<file path="src/rtl/scrambler_checker_param.sv">
// rtl/scrambler_checker_param.sv - NCH-channel scrambler with sequential permutation checker
module scrambler_checker_param #(
    parameter int          NCH  = 6,
    parameter int          W    = 3,
    parameter int          RW   = 3,
    parameter logic [7:0]  SEED = 8'hA5
) (
    input  logic             clk,
    input  logic             rst,
    input  logic             ready,
    input  logic [1:0]       mode,
    input  logic [RW-1:0]    rot,
    input  logic [NCH*W-1:0] din,
    output logic             busy,
    output logic             done,
    output logic [NCH*W-1:0] dout,
    output logic             valid_perm,
    output logic [7:0]       err_count
);

    localparam int IW = (NCH > 1) ? $clog2(NCH) : 1;

    typedef enum logic [1:0] {
        S_IDLE,
        S_SCRAMBLE,
        S_CHECK,
        S_DONE
    } state_t;

    state_t state, state_nx;

    logic [NCH*W-1:0] orig;
    logic [NCH*W-1:0] buf_r;
    logic [NCH*W-1:0] scr;
    logic [1:0]       mode_r;
    logic [IW-1:0]    rot_r;
    logic [IW-1:0]    rot_mod;
    logic [7:0]       lfsr;
    logic [7:0]       lfsr_next;
    logic [NCH-1:0]   seen;
    logic             bad;
    logic [IW-1:0]    idx;

    logic [W-1:0]     v;
    logic [NCH-1:0]   v_oh;
    logic             v_in_range;
    logic             v_dup;
    logic             idx_last;

    // Reduce the requested rotation modulo the channel count at capture time
    always_comb begin
        rot_mod = IW'(32'(rot) % NCH);
    end

    // Fibonacci LFSR step: shift left, feedback from taps 7,5,4,3
    always_comb begin
        lfsr_next = {lfsr[6:0], lfsr[7] ^ lfsr[5] ^ lfsr[4] ^ lfsr[3]};
    end

    // Build the scrambled channel vector from the captured original
    always_comb begin
        scr = buf_r;
        case (mode_r)
            2'b01: begin
                for (int j = 0; j < NCH; j++) begin
                    scr[j*W +: W] = orig[((j + int'(rot_r)) % NCH)*W +: W];
                end
            end
            2'b10: begin
                for (int j = 0; j < NCH; j++) begin
                    scr[j*W +: W] = orig[j*W +: W] ^ (lfsr[W-1:0] + W'(j));
                end
            end
            2'b11: begin
                for (int j = 0; j < NCH; j++) begin
                    scr[j*W +: W] = orig[(NCH-1-j)*W +: W];
                end
            end
            default: scr = buf_r;
        endcase
    end

    // Examine one original channel per cycle for range and duplicates
    always_comb begin
        v          = orig[int'(idx)*W +: W];
        v_oh       = NCH'(1) << v;
        v_in_range = (32'(v) < NCH);
        v_dup      = |(seen & v_oh);
        idx_last   = (idx == IW'(NCH-1));
    end

    // State register
    always_ff @(posedge clk or posedge rst) begin
        if (rst) begin
            state <= S_IDLE;
        end else begin
            state <= state_nx;
        end
    end

    // Next-state sequencing IDLE -> SCRAMBLE -> CHECK x NCH -> DONE
    always_comb begin
        state_nx = state;
        case (state)
            S_IDLE:     if (ready) state_nx = S_SCRAMBLE;
            S_SCRAMBLE: state_nx = S_CHECK;
            S_CHECK:    if (idx_last) state_nx = S_DONE;
            S_DONE:     state_nx = S_IDLE;
            default:    state_nx = S_IDLE;
        endcase
    end

    // Datapath: capture, scramble, check and commit results
    always_ff @(posedge clk or posedge rst) begin
        if (rst) begin
            busy       <= 1'b0;
            done       <= 1'b0;
            dout       <= '0;
            valid_perm <= 1'b0;
            err_count  <= 8'd0;
            lfsr       <= SEED;
            seen       <= '0;
            bad        <= 1'b0;
            idx        <= '0;
            orig       <= '0;
            buf_r      <= '0;
            mode_r     <= 2'b00;
            rot_r      <= '0;
        end else begin
            done <= 1'b0;
            case (state)
                S_IDLE: begin
                    if (ready) begin
                        orig   <= din;
                        buf_r  <= din;
                        mode_r <= mode;
                        rot_r  <= rot_mod;
                        busy   <= 1'b1;
                    end
                end
                S_SCRAMBLE: begin
                    buf_r <= scr;
                    if (mode_r == 2'b10) begin
                        lfsr <= lfsr_next;
                    end
                    seen <= '0;
                    bad  <= 1'b0;
                    idx  <= '0;
                end
                S_CHECK: begin
                    if (!v_in_range || v_dup) begin
                        bad <= 1'b1;
                    end else begin
                        seen <= seen | v_oh;
                    end
                    idx <= idx + IW'(1);
                end
                S_DONE: begin
                    dout       <= buf_r;
                    valid_perm <= ~bad;
                    done       <= 1'b1;
                    busy       <= 1'b0;
                    if (bad && (err_count != 8'hFF)) begin
                        err_count <= err_count + 8'd1;
                    end
                end
                default: ;
            endcase
        end
    end

endmodule
</file>
<file path="config.mk">
export PLATFORM = sky130hd
export DESIGN_NAME = scrambler_checker_param
export DESIGN_NICKNAME = d
export VERILOG_FILES = /design/src/rtl/scrambler_checker_param.sv
export SDC_FILE = /design/constraint.sdc
export NUM_CORES = 1
export LEC_CHECK = 0
export ABC_AREA = 1
export BUFFER_PORTS_ARGS = -buffer_cell sky130_fd_sc_hd__buf_4
export CAP_MARGIN = 20
export CORE_MARGIN = 3
export CORE_UTILIZATION = 66
export CTS_BUF_LIST = sky130_fd_sc_hd__clkbuf_16
export CTS_CLUSTER_DIAMETER = 120
export CTS_CLUSTER_SIZE = 14
export DETAILED_ROUTE_END_ITERATION = 8
export PLACE_DENSITY_LB_ADDON = 0.3
export SYNTH_ARGS = -nofsm -noshare
export SYNTH_HDL_FRONTEND = slang
export SYNTH_SLANG_ARGS = --single-unit
</file>
<file path="constraint.sdc">
create_clock -name clk -period 6.4 [get_ports clk]
set_clock_uncertainty 0.1 [all_clocks]
set_input_delay 0.96 -clock clk [delete_from_list [all_inputs] [get_ports clk]]
set_output_delay 0.96 -clock clk [all_outputs]
set_load 0.01 [all_outputs]
</file>
-- Word level (Yosys, flattened, before mapping)
Index checks and enable logic that the tools add are counted.
- register bits: 90
- bits of input ports: 26
- output and inout bits: 29
- logic and storage cells: 104
- add/sub/neg operators: 12
- $mul: 7
- div/mod/pow operators: 7
- magnitude comparators: 1
- equality and inequality tests: 13
- shift operators: 8
- multiplexer cells: 14
- bitwise operators: 12
- reductions and logical operators: 16
- operators by type and width (operator ; count):
    $mul A32 B3 Y32 const B ; 6
    $shiftx A18 B32 Y3 ; 6
    $mod A32 B4 Y32 const B ; 5
    $pmux W18 S3 ; 1
    $pmux W18 S2 ; 1
    $mod A3 B3 Y32 const B ; 1
    $mod A4 B4 Y32 const B ; 1
    $mux W18 ; 1
    $shiftx A18 B6 Y3 ; 1
    $xor A3 B3 Y3 ; 6
    $reduce_and A2 Y1 ; 7
    $pmux W6 S2 ; 1
    $add A2 B3 Y4 const A ; 2
    $add A3 B3 Y4 const A ; 2
    $add A8 B1 Y8 const B ; 1
    $eq A2 B2 Y1 const B ; 4
    $ne A2 B2 Y1 const B ; 4
    $ne A8 B8 Y1 const B ; 1
    $pmux W2 S4 ; 1
    $add A3 B1 Y3 const B ; 2
    $add A3 B2 Y3 const B ; 2
    $add A3 B3 Y3 const B ; 2
    $and A6 B6 Y6 ; 1
    $mux W6 ; 1
    21 further kinds ; 30

-- Longest topological paths before layout
Gate-level depths: netlist (run 1).
- depth in word-level cells: 8
- depth in mapped cells: 34
- mapped depth without buffers: 31

-- Least setup slack after synthesis (run 1)
No wires, ideal clock.
- path type: register to register
- start: reg rot_r[0]
- end: reg buf_r[9]
- library setup time: 0.076 ns
- data arrival time: 4.143 ns
- data required time: 6.224 ns
- slack: 2.081 ns
- cell stages (with the launch flop): 30
- buffers on the path: 4
- period minus slack after synthesis: 4.319 ns
- path through: dfrtp_1 -> buf_4 -> buf_6 -> buf_2 -> inv_1 -> ha_1 -> inv_1 -> nand2_1 -> nand2_2 -> ha_1 -> inv_1 -> nand3_1 -> nand2_1 -> nand4_1 -> inv_1 -> nor2_1 -> a21oi_1 -> ha_1 -> ha_1 -> inv_1 -> fa_1 -> buf_1 -> inv_1 -> o21ai_0 -> o31ai_1 -> o211ai_1 -> o21bai_1 -> nand2_1 -> nand2_1 -> o21ai_1
- longest elaborated chain between the ends: 6
- RTL lines (item ; line ; source):
    from (decl) ; 36 ; logic [IW-1:0] rot_r;
    from (signal assigned) ; 137 ; rot_r <= rot_mod;
    $add A2 B3 Y4 ; 66 ; scr[j*W +: W] = orig[((j + int'(rot_r)) % NCH)*W +: W];
    $mod A32 B4 Y32 ; 66 ;
    $mul A32 B3 Y32 ; 66 ;
    $shiftx A18 B32 Y3 ; 66 ;
    $pmux W18 S3 ; 63 ; case (mode_r)
    $pmux W18 S2 ; 131 ; case (state)
    to (signal assigned) ; 135 ; buf_r <= din;
    to (signal assigned) ; 142 ; buf_r <= scr;
    to (decl) ; 33 ; logic [NCH*W-1:0] buf_r;
No other way between the ends.
A chain may end at the register's enable or synchronous reset.

-- Final worst setup path (run 1)
- start: reg rot_r[2]
- end: reg buf_r[16]
- longest elaborated chain between the ends: 6
- RTL lines (item ; line):
    $add A3 B3 Y4 ; 66
    $mod A32 B4 Y32 ; 66
    $mul A32 B3 Y32 ; 66
    $shiftx A18 B32 Y3 ; 66
    $pmux W18 S3 ; 63
    $pmux W18 S2 ; 131
No other way between the ends.

==> results.json, run 1 <==
{
  "yosysTopAreaCellShare_pct": 25.1,
  "met2_usage_pct": 53.2,
  "crit_required_ps": 6590,
  "grt_max_degree": 70,
  "synth-seq-cells": 90,
  "start_util_pct": 67.7,
  "hpwl_um": 18700,
  "grt_first_pass_wirelength_um": 39300,
  "yosysTopAreaCell": "dfrtp_1",
  "worst_setup_path_end_kind": "flip-flop",
  "post_cts_resized": 0,
  "synth.distinct_cells": 58,
  "globalplace.congestion": 1.05,
  "path_class": "flip-flop to flip-flop",
  "drt_iter0_markers": 1515,
  "final_cell_count_no_fill": 1468,
  "io_buffers": 54,
  "critPathArrivalTime_ps": 5140,
  "period_needed_ps": 4950,
  "antenna_found_initial": 0,
  "use_met1_pct": 45.1,
  "dp_cells": 1452,
  "r2r-end": "buf_r[16]",
  "r2r_slack_ps": 1450,
  "synth.most_common_cell": "nand2_1",
  "cts_tree": "yes",
  "hold_viol": 0,
  "async_flop_share_pct": 100,
  "groute.usage.overall_pct": 33.6,
  "die_area_um2": 14400,
  "n_fill_cell": 1046,
  "cts.sinks": 90,
  "critPathLaunchType": "flip-flop",
  "synthToLayoutAreaGrowth_pct": 8.86,
  "die_w_um": 120,
  "outcome": "complete, no violations",
  "r2r-start": "rot_r[2]",
  "synth_area_leaders": "dfrtp_1 25%, nand2_1 16%, ha_1 12%",
  "syn_avg_cell_area_um2": 6.83,
  "layout-drive-gt1-share_pct": 9.72,
  "drv_cap": 0,
  "synth_edf_count": 0,
  "vias": 8909,
  "dieHeight_um": 120,
  "wire_per_inst_um": 16.7,
  "timing.fmax_mhz": 202,
  "holdPathStages": 2,
  "hold_path.class": "flip-flop to flip-flop",
  "min_to": "dout[5]",
  "crit_fanout": 15,
  "tns_ps": 0,
  "synth_ff_type": "dfrtp_1",
  "synth_cells": 1257,
  "rsz0062_at_grt": "no",
  "worst_pin_slew_ps": 1030,
  "detailedRoute.firstPassIterationCount": 7,
  "synth_common_cells": "360 x nand2_1, 157 x inv_1, 107 x o21ai_0, 86 x dfrtp_1, 80 x a21oi_1",
  "io_pins": 55,
  "fp-row-count": 41,
  "clock_path_buffers": 2,
  "diodes": 0,
  "ant_nets": 0,
  "first_global_vias": 8087,
  "max_slew_margin_pct": 31.2,
  "h-tree-depth": 3,
  "syn_nets": 1365,
  "final_util_pct": 73.7,
  "ctsHoldBuffers": 0,
  "clkTransAtPathRegs_ps": 70,
  "gr-usage-met3_pct": 6.93,
  "design.core.area_um2": 12700,
  "remaining_drc_errors": 0,
  "setup_viol": 0,
  "fin_crit_sh_pct": 77.4,
  "wl_um": 24500,
  "clk_latency_ps": 350,
  "vias_per_cell": 6.07,
  "grt_overflow": 0,
  "yosysSeqAreaShare_pct": 26.3,
  "cts_setup_buffers": 0,
  "grt-busiest-layer": "met2",
  "fin_nets": 1399,
  "r2r_cells": 25,
  "finalMaxSlewViolations": 0,
  "cts_root_buffer": "clkbuf_16",
  "yosys_warnings": 0,
  "syn_area_um2": 8580,
  "cts_made_buffers": 9,
  "hp-start": "dout[5]"
}
==> kinds of logic (layout without fill, tap and decap cells) <==
group / after synthesis / after routing / share of synthesized area, %
and+or+nand+nor: 545 / 545 / 27.3
AOI/OAI and AO/OA: 295 / 295 / 20.5
buffers and inverters: 205 / 244 / 9.56
DFF: 90 / 90 / 26.3
adders and majority gates: 82 / 82 / 12.2
xor gates and xnor gates: 40 / 40 / 4.08
==> per-layer routing <==
layer / up-vias / wire (um)
met1: 4030 / 9700
met4: 0 / 1030
li1: 4242 / -
met3: 117 / 2720
met5: - / 0
met2: 520 / 11100
==> cell type report <==
type                       instances  area (um2)  share of cell area, %
clock inverter                     7        66.3                  0.710
timing repair buffer              56         420                   4.50
multi-input combinational        962        5510                   58.9
inverter                         172         654                   7.00
tap                              172         215                   2.30
sequential                        90        2260                   24.2
clock buffer                       9         225                   2.41
==> state kept, by name (all words and copies together) (netlist names) <==
register and flops:
bad 1, buf_r 18, busy 1, done 1, dout 18, err_count 8
idx 3, lfsr 8, mode_r 2, orig 18, rot_r 3, seen 6
state 2, valid_perm 1
==> critical path, cell delays in order (launching register included) <==
cell and delay, ps:
dfrtp_1 710, inv_2 230, ha_1 370, a21oi_4 290, inv_2 90, ha_1 340, o21ai_4 200, nand2_4 90
nor2_4 110, nand2_4 70, inv_4 80, nor2_1 50, a21oi_1 180, ha_1 160, ha_1 160, inv_1 60
fa_1 410, xnor2_1 260, inv_1 120, nor4_1 360, nand3_1 120, nand2_1 90, nand2_1 50, nand2_1 70
nand2_1 50, nand2_1 60
==> worst max path at each step <==
stage,startpoint,end,slack [ps]
finish,rot_r[2],buf_r[16],1450
global route,rot_r[2],buf_r[16],990
CTS,rot_r[2],buf_r[16],1440
detailed placement,rot_r[2],buf_r[16],1470
global placement,rot_r[2],buf_r[16],1640
floorplan,rot_r[0],buf_r[9],2080
==> through the flow <==
stage	instance area (um2)	hold WS [ps]	setup WS (ps)
finish	9340	374	1450
global route	9340	397	989
detailed placement	9050	360	1470
floorplan	8580	349	2080
CTS	9340	378	1440
global placement	9050	355	1640
==> cells in the final DEF, fill, tap and decap left out, drive strengths merged <==
cell	netlist	final
a31oi	5	5
a22oi	2	2
o21bai	2	2
dfstp	4	4
nand2	374	374
dfrtp	86	86
or2	5	5
a2bb2oi	3	3
a2111oi	3	3
clkbuf	19	9
o2111ai	6	6
nor3	12	12
nand4	13	13
a41oi	2	2
clkinv	5	8
o311ai	1	1
buf	14	56
o21a	8	8
a21oi	83	83
fa	3	3
o31ai	6	6
inv	167	171
nand3b	1	1
o211ai	14	14
nor4	5	5
o221ai	6	6
nand3	62	62
a221oi	2	2
xnor2	20	20
xor2	20	20
o22ai	16	16
nor3b	1	1
a211oi	11	11
a211o	1	1
o21ai	122	122
ha	79	79
a21o	2	2
nor2	72	72
Power of run 1 is left out: the tool's default activity adds up to more than one toggle a clock period on the data nets, which glitch-free logic cannot reach.
==> run 2: changes to the inputs <==
--- a/config.mk
+++ b/config.mk
@@ -9,7 +9,7 @@
 export BUFFER_PORTS_ARGS = -buffer_cell sky130_fd_sc_hd__buf_4
 export CAP_MARGIN = 20
 export CORE_MARGIN = 3
-export CORE_UTILIZATION = 66
+export CORE_UTILIZATION = 63
 export CTS_BUF_LIST = sky130_fd_sc_hd__clkbuf_16
 export CTS_CLUSTER_DIAMETER = 120
 export CTS_CLUSTER_SIZE = 14
==> constraint.sdc (replaced) <==
create_clock -name clk -period 4.8 [get_ports clk]
set_clock_uncertainty 0.1 [all_clocks]
set_input_delay 0.72 -clock clk [delete_from_list [all_inputs] [get_ports clk]]
set_output_delay 0.72 -clock clk [all_outputs]
set_load 0.01 [all_outputs]
==> run 2 against run 1 <==
Effect of this change: die area rose by 4.5%; wire length rose by 8.3%; utilization fell by 2.2 points; cell area rose by 1.8%; sequential share of layout area fell by 0.43 points; hold slack got worse by 22 ps.
==> results.json, run 2 (synthesis results as in run 1) <==
{
  "outcome": "complete, no violations",
  "dieHeight_um": 123,
  "layout-drive-gt1-share_pct": 10.9,
  "regArea_um2": 2260,
  "drv_cap": 0,
  "grt_first_pass_wirelength_um": 42200,
  "clk_latency_ps": 350,
  "io_buffers": 54,
  "globalplace.congestion": 1.08,
  "grt_max_degree": 52,
  "final_cell_mix": "360 x nand2_1, 155 x inv_1, 105 x o21ai_0",
  "die_area_um2": 15100,
  "clock_path_buffers": 2,
  "hold_viol": 0,
  "path_class": "flip-flop to flip-flop",
  "remaining_drc_errors": 0,
  "period_needed_ps": 4530,
  "multi_input_area_um2": 5520,
  "critPathArrivalTime_ps": 4710,
  "clkTransAtPathRegs_ps": 70,
  "synthToLayoutAreaGrowth_pct": 10.9,
  "crit_fanout": 8,
  "fp-row-count": 42,
  "die_w_um": 123,
  "worst_pin_slew_ps": 967,
  "hpwl_um": 19900,
  "timing.fmax_mhz": 221,
  "ctsHoldBuffers": 0,
  "vias": 8998,
  "hold_path.class": "primary input to asynchronous set/reset pin",
  "cts_root_buffer": "clkbuf_16",
  "n_fill_cell": 1137,
  "crit_required_ps": 4980,
  "wl_um": 26500,
  "diodes": 0,
  "crit_path_top_delay_cell": "fa_2",
  "h-tree-depth": 3,
  "max_slew_margin_pct": 33.8,
  "top_regs": "buf_r: 18 flops, dout: 18 flops, orig: 18 flops",
  "setup_viol": 0,
  "groute.usage.overall_pct": 35.6,
  "ant_nets": 0,
  "detailedRoute.firstPassIterationCount": 6,
  "fin_crit_sh_pct": 94.4,
  "vias_per_cell": 6.06,
  "worst_setup_path_end_kind": "flip-flop",
  "whs_ps": 352,
  "antenna_found_initial": 0,
  "cp_top_family": "adder cells",
  "cp_num_buf_inv": 5,
  "fin_nets": 1411,
  "cts_made_buffers": 9,
  "finalMaxSlewViolations": 0,
  "wire_per_inst_um": 17.9,
  "start_util_pct": 64.6,
  "path_cells": "clkinvlp_4, ha_1, nand2_1, nand2_2, ha_1, inv_1, nand3_1, nand2_1, nand4_1, buf_4, xor2_1, ha_1, ha_1, inv_1, fa_2, inv_1, o21ai_0, o31ai_1, o211ai_1, o21bai_1, nand2_1, nand2_1, o21ai_1",
  "io_pins": 55,
  "drt_iter0_markers": 1167,
  "grt_overflow": 0,
  "cts_tree": "yes",
  "layout_commonest_cell": "nand2_1",
  "r2r_slack_ps": 270,
  "first_global_vias": 8221,
  "cts.sinks": 90,
  "design.core.area_um2": 13300,
  "critPathMaxStageDelay_ps": 500,
  "critPathLaunchType": "flip-flop",
  "tns_ps": 0
}
[run 2: area by class of cell]
class	count	area share (%)
Multi-Input combinational cell	962	58.0
Sequential cell	90	23.7
Inverter	172	6.92
Timing Repair Buffer	68	5.40
Clock buffer	9	2.37
Tap cell	176	2.31
Clock inverter	7	1.28
[run 2: worst reg2reg max path: cells and delay by family, from the launching register on]
kind,cells,cell delay (ps)
xor gates and xnor gates,1,210
and+or+nand+nor,7,720
AOI/OAI and AO/OA,5,750
buffers and inverters,5,620
adders and majority gates,5,1560
DFF,1,470
[run 2: what timing repair did]
item / in CTS / in global routing
setup buffers: 0 / 3
resized for setup: 0 / 9
setup endpoints to repair: 0 / 8
[run 2: final timing paths]
| kind | from | end | depth (start not counted) |
|---|---|---|---|
| worst min register to register | dout[14] | dout[14] | 2 |
| worst max register to register | rot_r[1] | buf_r[9] | 23 |
| min in group clk | dout[14] | dout[14] | 2 |
| worst min-delay path | rst | lfsr[3] | 2 |
| max in group asynchronous | rst | rot_r[1] | 3 |
| worst max-delay path | rot_r[1] | buf_r[9] | 23 |
[run 2: per-layer routing]
layer | track usage, % | part of all wire, %
met1 | 49.6 | 42
met2 | 54.8 | 45
met3 | 7.05 | 9.4
met4 | 13.6 | 3.9
met5 | 0 | 0
[run 2: through the flow]
stage               worst slack [ps]  std cells  area [um2]  utilization (%)
floorplan                        481       1257        8580                -
global placement                 248       1465        9130             68.6
detailed placement               154       1465        9130             68.6
CTS                              124       1481        9470             71.2
global route                   -19.4       1484        9520             71.6
finish                           267       1484        9520             71.6
Power of run 2 is left out for the same reason.
